$ cat src/rtl/prog_loader.sv
// Instruction-cache loader: collects a 3-byte word-count header and little-endian
// 32-bit words from a byte stream, writes them from address 0 upward, then raises start.
module prog_loader #(
    parameter int ADDR_W = 19,
    parameter int DEPTH  = 1024
) (
    input  logic              clk,
    input  logic              rst_n,
    input  logic              reload,
    input  logic              rx_valid,
    input  logic [7:0]        rx_data,
    output logic              rx_ready,
    output logic [31:0]       i_instruction,
    output logic [ADDR_W-1:0] i_addr,
    output logic              i_wea,
    output logic              start,
    output logic              load_err,
    output logic [ADDR_W-1:0] words_loaded
);

    typedef enum logic [1:0] {HDR, LOAD, RUN, ERR} state_t;

    state_t            state_q;
    logic [1:0]        byte_cnt_q;
    logic [23:0]       count_q;
    logic [23:0]       asm_q;
    logic [31:0]       instr_q;
    logic [ADDR_W-1:0] addr_q;
    logic [ADDR_W-1:0] words_q;
    logic              wea_q;
    logic              start_q;
    logic              err_q;

    logic              accept;
    logic [23:0]       hdr_full;
    logic [31:0]       word_full;
    logic              last_word;

    assign rx_ready  = (state_q == HDR) || (state_q == LOAD);
    assign accept    = rx_valid & rx_ready & ~reload;
    assign hdr_full  = {rx_data, count_q[15:0]};
    assign word_full = {rx_data, asm_q};
    // The pulse being retired is the final one once words_loaded reaches count.
    assign last_word = (24'(words_q) + 24'd1) == count_q;

    always_ff @(posedge clk) begin
        if (!rst_n) begin
            state_q    <= HDR;
            byte_cnt_q <= 2'd0;
            count_q    <= 24'd0;
            asm_q      <= 24'd0;
            instr_q    <= 32'd0;
            addr_q     <= '0;
            words_q    <= '0;
            wea_q      <= 1'b0;
            start_q    <= 1'b0;
            err_q      <= 1'b0;
        end else if (reload) begin
            // Address and data are left as-is; nothing is written while wea is low.
            state_q    <= HDR;
            byte_cnt_q <= 2'd0;
            count_q    <= 24'd0;
            words_q    <= '0;
            wea_q      <= 1'b0;
            start_q    <= 1'b0;
            err_q      <= 1'b0;
        end else begin
            if (wea_q) begin
                wea_q   <= 1'b0;
                words_q <= words_q + ADDR_W'(1);
                if (last_word) begin
                    state_q <= RUN;
                    start_q <= 1'b1;
                end
            end
            if (accept) begin
                byte_cnt_q <= byte_cnt_q + 2'd1;
                case (state_q)
                    HDR: begin
                        case (byte_cnt_q)
                            2'd0: count_q[7:0]  <= rx_data;
                            2'd1: count_q[15:8] <= rx_data;
                            default: begin
                                count_q[23:16] <= rx_data;
                                byte_cnt_q     <= 2'd0;
                                if (hdr_full == 24'd0) begin
                                    state_q <= RUN;
                                    start_q <= 1'b1;
                                end else if (hdr_full > 24'(DEPTH)) begin
                                    state_q <= ERR;
                                    err_q   <= 1'b1;
                                end else begin
                                    state_q <= LOAD;
                                end
                            end
                        endcase
                    end
                    LOAD: begin
                        case (byte_cnt_q)
                            2'd0: asm_q[7:0]   <= rx_data;
                            2'd1: asm_q[15:8]  <= rx_data;
                            2'd2: asm_q[23:16] <= rx_data;
                            default: begin
                                instr_q <= word_full;
                                addr_q  <= words_q;
                                wea_q   <= 1'b1;
                            end
                        endcase
                    end
                    default: ;
                endcase
            end
        end
    end

    assign i_instruction = instr_q;
    assign i_addr        = addr_q;
    assign i_wea         = wea_q;
    assign start         = start_q;
    assign load_err      = err_q;
    assign words_loaded  = words_q;

endmodule
$ cat config.mk
export PLATFORM = sky130hd
export DESIGN_NAME = prog_loader
export DESIGN_NICKNAME = d
export VERILOG_FILES = /design/src/rtl/prog_loader.sv
export SDC_FILE = /design/constraint.sdc
export NUM_CORES = 1
export LEC_CHECK = 0
export BUFFER_PORTS_ARGS = -buffer_cell sky130_fd_sc_hd__buf_2
export CAP_MARGIN = 5
export CORE_MARGIN = 8
export CORE_UTILIZATION = 40
export CTS_BUF_LIST = sky130_fd_sc_hd__clkbuf_8
export DETAILED_ROUTE_END_ITERATION = 8
export GPL_ROUTABILITY_DRIVEN = 0
export PLACE_DENSITY_LB_ADDON = 0.12
export SYNTH_ARGS = -nofsm -noshare
export SYNTH_HDL_FRONTEND = slang
export SYNTH_SLANG_ARGS = --single-unit
$ cat constraint.sdc
create_clock -name clk -period 3.8 [get_ports clk]
set_clock_uncertainty 0.2 [all_clocks]
set_input_delay 0.76 -clock clk [delete_from_list [all_inputs] [get_ports clk]]
set_output_delay 0.76 -clock clk [all_outputs]
set_load 0.01 [all_outputs]
# Word level (Yosys, flattened, before mapping)
# Cells that the tools add are included.
# Widths: inputs -> output; s select.
[word_totals]
register_bits = 125
inputBits = 12
output_inout_bits = 74
elab_cells = 63
[classes]
n_addsub = 3
n_lt_le_gt_ge = 1
n_eq_ne = 4
n_mux = 16
bitwise_logic = 9
n_reduce_logical = 16
[ops]
columns = ["op", "n"]
rows = [
  ["$eq 20x24->1", 1],
  ["$gt 24x11->1 const B", 1],
  ["$logic_not 24->1", 1],
  ["$add 19x1->20 const B", 1],
  ["$add 19x1->19 const B", 1],
  ["$mux 2", 9],
  ["$reduce_and 4->1", 4],
  ["$reduce_and 3->1", 3],
  ["$mux 1", 7],
  ["$not 1->1", 7],
  ["$reduce_and 5->1", 1],
  ["$eq 2x1->1 const B", 2],
  ["$logic_not 2->1", 2],
  ["$reduce_or 2->1", 2],
  ["$reduce_or 4->1", 1],
  ["$reduce_or 3->1", 1],
  ["$add 2x1->2 const B", 1],
  ["$and 1x1->1", 2],
  ["$eq 2x2->1 const B", 1],
  ["$logic_or 1x1->1", 1],
]

# Logic depth before layout (Yosys ltp)
[depth]
depth_word = 8
ltp_mapped = 9
ltp_nobuf = 8

# Worst setup path after synthesis
# Ideal clock, no wire load.
[synth_path]
kind = "register to register"
startpoint = "register words_q[1] (netlist: words_loaded[1])"
endpoint = "register state_q[0]"
setup_time_ps = 116
arrival_ps = 2475
required_time_ps = 3484
setup_slack_ps = 1009
path_stages_with_launch = 10
n_path_buf = 1
period_less_slack_ps = 2791
cell_sequence = "dfxtp_1 > ha_1 > buf_2 > nand3_1 > or4_4 > or3b_1 > o311ai_1 > o21ai_1 > a2111o_1 > a31o_1"
[synth_via]
elab_chain_cells = 7
[synth_rtl]
columns = ["element", "line", "rtl"]
rows = [
  ["start, declared", "29", "logic [ADDR_W-1:0] words_q;"],
  ["start signal, assigned", "70", "words_q <= words_q + ADDR_W'(1);"],
  ["$add 19x1->20 *", "44", "assign last_word = (24'(words_q) + 24'd1) == count_q;"],
  ["$eq 20x24->1 *", "44", ""],
  ["$mux 2 *", "71", "if (last_word) begin"],
  ["$mux 2 *", "68", "if (wea_q) begin"],
  ["$mux 2", "80", "case (byte_cnt_q)"],
  ["$mux 2", "78", "case (state_q)"],
  ["$mux 2 *", "76", "if (accept) begin"],
  ["end signal, assigned", "72", "state_q <= RUN;"],
  ["end signal, assigned", "87", "state_q <= RUN;"],
  ["end signal, assigned", "90", "state_q <= ERR;"],
  ["end, declared", "23", "state_t state_q;"],
]
# Mark *: on every way between the ends. The rest lies on a longest branch, timed or not.
# A chain may end at the register's enable or synchronous reset.

# Final worst setup path
[layout_path]
startpoint = "register words_q[0] (netlist: words_loaded[0])"
endpoint = "register state_q[0]"
# Same word-level chain as after synthesis.

==> summary.txt <==
Worst hold path
  • Hold Path Depth: 2
  • Hold WC Path Type: register to register
  • Worst Hold End: i_addr[5]$_SDFFE_PN0P_
  • HP Start: i_addr[5]$_SDFFE_PN0P_

Placement
  • Port Buffer Count: 85
  • Post-DP Area: slightly above 6000 sq um
  • Post-DP HPWL: between 9000 and 10000 um

Power
  • Total power: ~0.0026 W
  • Peak VDD IR: a little over 0.2 mV
  • Clock network fraction of design power: 0.462
  • Power share of the sequential group: 0.505
  • Comb pwr share: 0.033
  • Switching power of the nets: ~0.00057 W
  • Internal: 0.00205 W
  • Leakage: 2.54 nW
  • Switching Share: 0.216
  • P per Cell Area: ~400 nW/um^2

Worst setup path
  • Crit path launch type: register
  • Critical-path top delay cell: dfxtp_1
  • CP cell instances: ha_1, nand3_1, or4_4, or3b_1, o311ai_1, o21ai_1, a2111o_1, a31o_1
  • Crit path required time: between 3000 and 4000 ps
  • Crit path DAT: about 3400 ps
  • Crit path max fanout: 11
  • WP buf/inv: 0
  • R2R Setup Slk: a little over 500 ps
  • Worst r2r src: words_loaded[0]$_SDFFE_PP0P_
  • Worst R2R Path Depth: 8
  • FF-to-FF End: state_q[0]$_SDFF_PP0_
  • Crit. End Element: register
  • Worst Setup Path Type: register to register
  • Family with the most delay on the worst path: simple AND/OR/NAND/NOR gates
  • Worst path max stage delay: roughly 550 ps

STA
  • Period utilization: 0.864
  • Fmax: 0.305 GHz
  • Slew HR: 0.534
  • Worst hold slack: 257 ps
  • Fin. max-slew vios: 0
  • Tmin final: 3280 ps
  • Final setup violation count: 0
  • RSZ-0062 raised after global routing: no
  • Hold Vio Cnt, Final: 0
  • Least-Margin Pin Slew: slightly below 700 ps
  • Setup tns final: 0 ps

Global route
  • Grt ovf: 0
  • First-pass GRT wire length: roughly 23000 um
  • GR Util All Layers: 0.161
  • Initial antenna violation count: 0
  • Largest net degree at the start of global routing: 76
  • Vias in the first global route: around 4500

Job
  • Max Cap Viol: 0

Synthesis
  • Yosys warning total: 0
  • Yosys reg bits: 125
  • Primary FF master, synth: dfxtp_1
  • Largest cells by area after synthesis: dfxtp_1 (45%), nand2_1 (10%), a21boi_0 (6.9%)
  • Syn_nets: between 600 and 700
  • Syn_area_per_cell: roughly 8.3 sq um
  • Ys async rst share: 0
  • Sequential fraction of the synthesis area: 0.453
  • Top cell type by total area after synthesis: dfxtp_1
  • Number of distinct library cells after synthesis: 45
  • Netlist Area Pre-Place: 5530 sq um
  • Synth Instances: 663
  • EDFF count, synth: 0
  • Share of the synthesized area in the top cell type: 0.453

Clocking
  • Clock sink total: 125
  • Post-cts repair resize count: 0
  • Hold_buf cts: 0
  • CTS buffer count: 17
  • Clock-pin slew on the worst setup and hold paths: around 70 ps
  • Setup Fix Bufs, Post-CTS: 0
  • H-tree levels: 4
  • CTS tree: yes
  • Root buf cell: clkbuf_8
  • CTS Buffer Depth: 2
  • Worst-skew pair later-pin latency: between 400 and 500 ps

Routing
  • Via Count: approximately 4600
  • Vias per cell: 5.00
  • Initial drt markers: 295
  • Final WL: ~14000 um
  • DR WL/cell: ~15 um
  • Router iterations before antenna repair: 5
  • DRT antenna net count: 0
  • # DRC: 0

Floorplanning
  • Die span in y: between 100 and 150 um
  • DIE AREA: ~18000 sq um
  • Rows: between 40 and 50
  • Die width: 134 um
  • Core Area: 13700 sq um
  • I/O Pins: 86
  • Initial core utilization: 0.404

Cells and area
  • Area grow syn2layout: 16.7%
  • Final Util: 0.472
  • Leading cell type in the layout, fill and taps excluded: nand2_1
  • Nets: 740
  • Final Cell Area: about 6400 sq um
  • Most frequent cells in the layout: nand2_1 (151), dfxtp_1 (125), buf_2 (85)
  • Layout cells sized above 1: 0.171
  • N_diodes: 0

Run status
  • Status: completed
-- flip-flops by register name (all words and copies together), names as in the netlist, 2 cells and up --
| name | flops |
|---|---|
| words_loaded | 19 |
| i_addr | 19 |
| i_instruction | 32 |
| asm_q | 24 |
| state_q | 2 |
| byte_cnt_q | 2 |
| count_q | 24 |
-- Yosys cell counts, drive strengths merged (3+ instances only) --
| cell type | instances |
|---|---|
| nand2 | 151 |
| a21boi | 51 |
| a21oi | 33 |
| nor2 | 29 |
| nor3 | 6 |
| nand4 | 15 |
| inv | 10 |
| nand3 | 36 |
| ha | 5 |
| mux2i | 26 |
| a31oi | 3 |
| nor4 | 11 |
| buf | 9 |
| nor2b | 27 |
| o21ai | 8 |
| xor2 | 17 |
| o41ai | 3 |
| dfxtp | 125 |
| or3 | 6 |
| xnor2 | 21 |
| and3 | 5 |
| and2 | 4 |
| clkbuf | 43 |
-- cells by family after synthesis --
kind of cell             after synthesis  synth area share
adder cells (fa/ha/maj)                5            0.0113
multiplexers                          26            0.0471
flip-flops                           125             0.453
AO/OA/AOI/OAI                        111             0.135
buffers and inverters                 62            0.0442
AND/OR/NAND/NOR                      296             0.249
XOR/XNOR                              38            0.0602
-- power groups by stage --
stage | logic (W) | clock network, W | registers, W
floorplan | 0.0000602 | 0 | 0.00135
global placement | 0.0000864 | 0 | 0.00135
detailed placement | 0.0000874 | 0 | 0.00135
CTS | 0.0000877 | 0.00124 | 0.00132
global route | 0.0000952 | 0.00130 | 0.00132
finish | 0.0000862 | 0.00121 | 0.00132
-- per-layer routing --
layer	GRT usage	routed length [um]
met5	0	0
met2	0.265	6760
met3	0.0512	696
met4	0.0611	111
met1	0.192	6400
-- final cells by class --
cell class | instances | area [sq um]
clock buffers | 21 | 289
inverters | 10 | 37.5
flip-flops and latches | 125 | 2500
well taps | 180 | 225
clock inverters | 10 | 121
multi-input cells | 476 | 2790
fillers | 1407 | 7220
repair buffers | 93 | 485
-- stage by stage --
| step | setup slack, ps | std cells |
|---|---|---|
| 4_1_cts | 510 | 915 |
| 2_1_floorplan | 1010 | 663 |
| 3_5_place_dp | 531 | 884 |
| 3_3_place_gp | 613 | 884 |
| 5_1_grt | 322 | 915 |
| 6_report | 518 | 915 |
-- worst max path at each step --
stage | cells after the start | slack (ps) | start | end
3_5_place_dp | 8 | 530 | words_loaded[0]$_SDFFE_PP0P_ | state_q[0]$_SDFF_PP0_
6_report | 8 | 520 | words_loaded[0]$_SDFFE_PP0P_ | state_q[0]$_SDFF_PP0_
5_1_grt | 8 | 320 | words_loaded[0]$_SDFFE_PP0P_ | state_q[0]$_SDFF_PP0_
3_3_place_gp | 8 | 610 | words_loaded[0]$_SDFFE_PP0P_ | state_q[0]$_SDFF_PP0_
4_1_cts | 8 | 510 | words_loaded[0]$_SDFFE_PP0P_ | state_q[0]$_SDFF_PP0_
2_1_floorplan | 9 | 1010 | words_loaded[1]$_SDFFE_PP0P_ | state_q[0]$_SDFF_PP0_
-- worst register-to-register path, cell delays in order, from the launching register on --
cell and delay (ps):
dfxtp_1 550, ha_1 440, nand3_1 290, or4_4 490, or3b_1 360, o311ai_1 90
o21ai_1 100, a2111o_1 440, a31o_1 230
No activity file was read; power rests on OpenSTA's default activity.
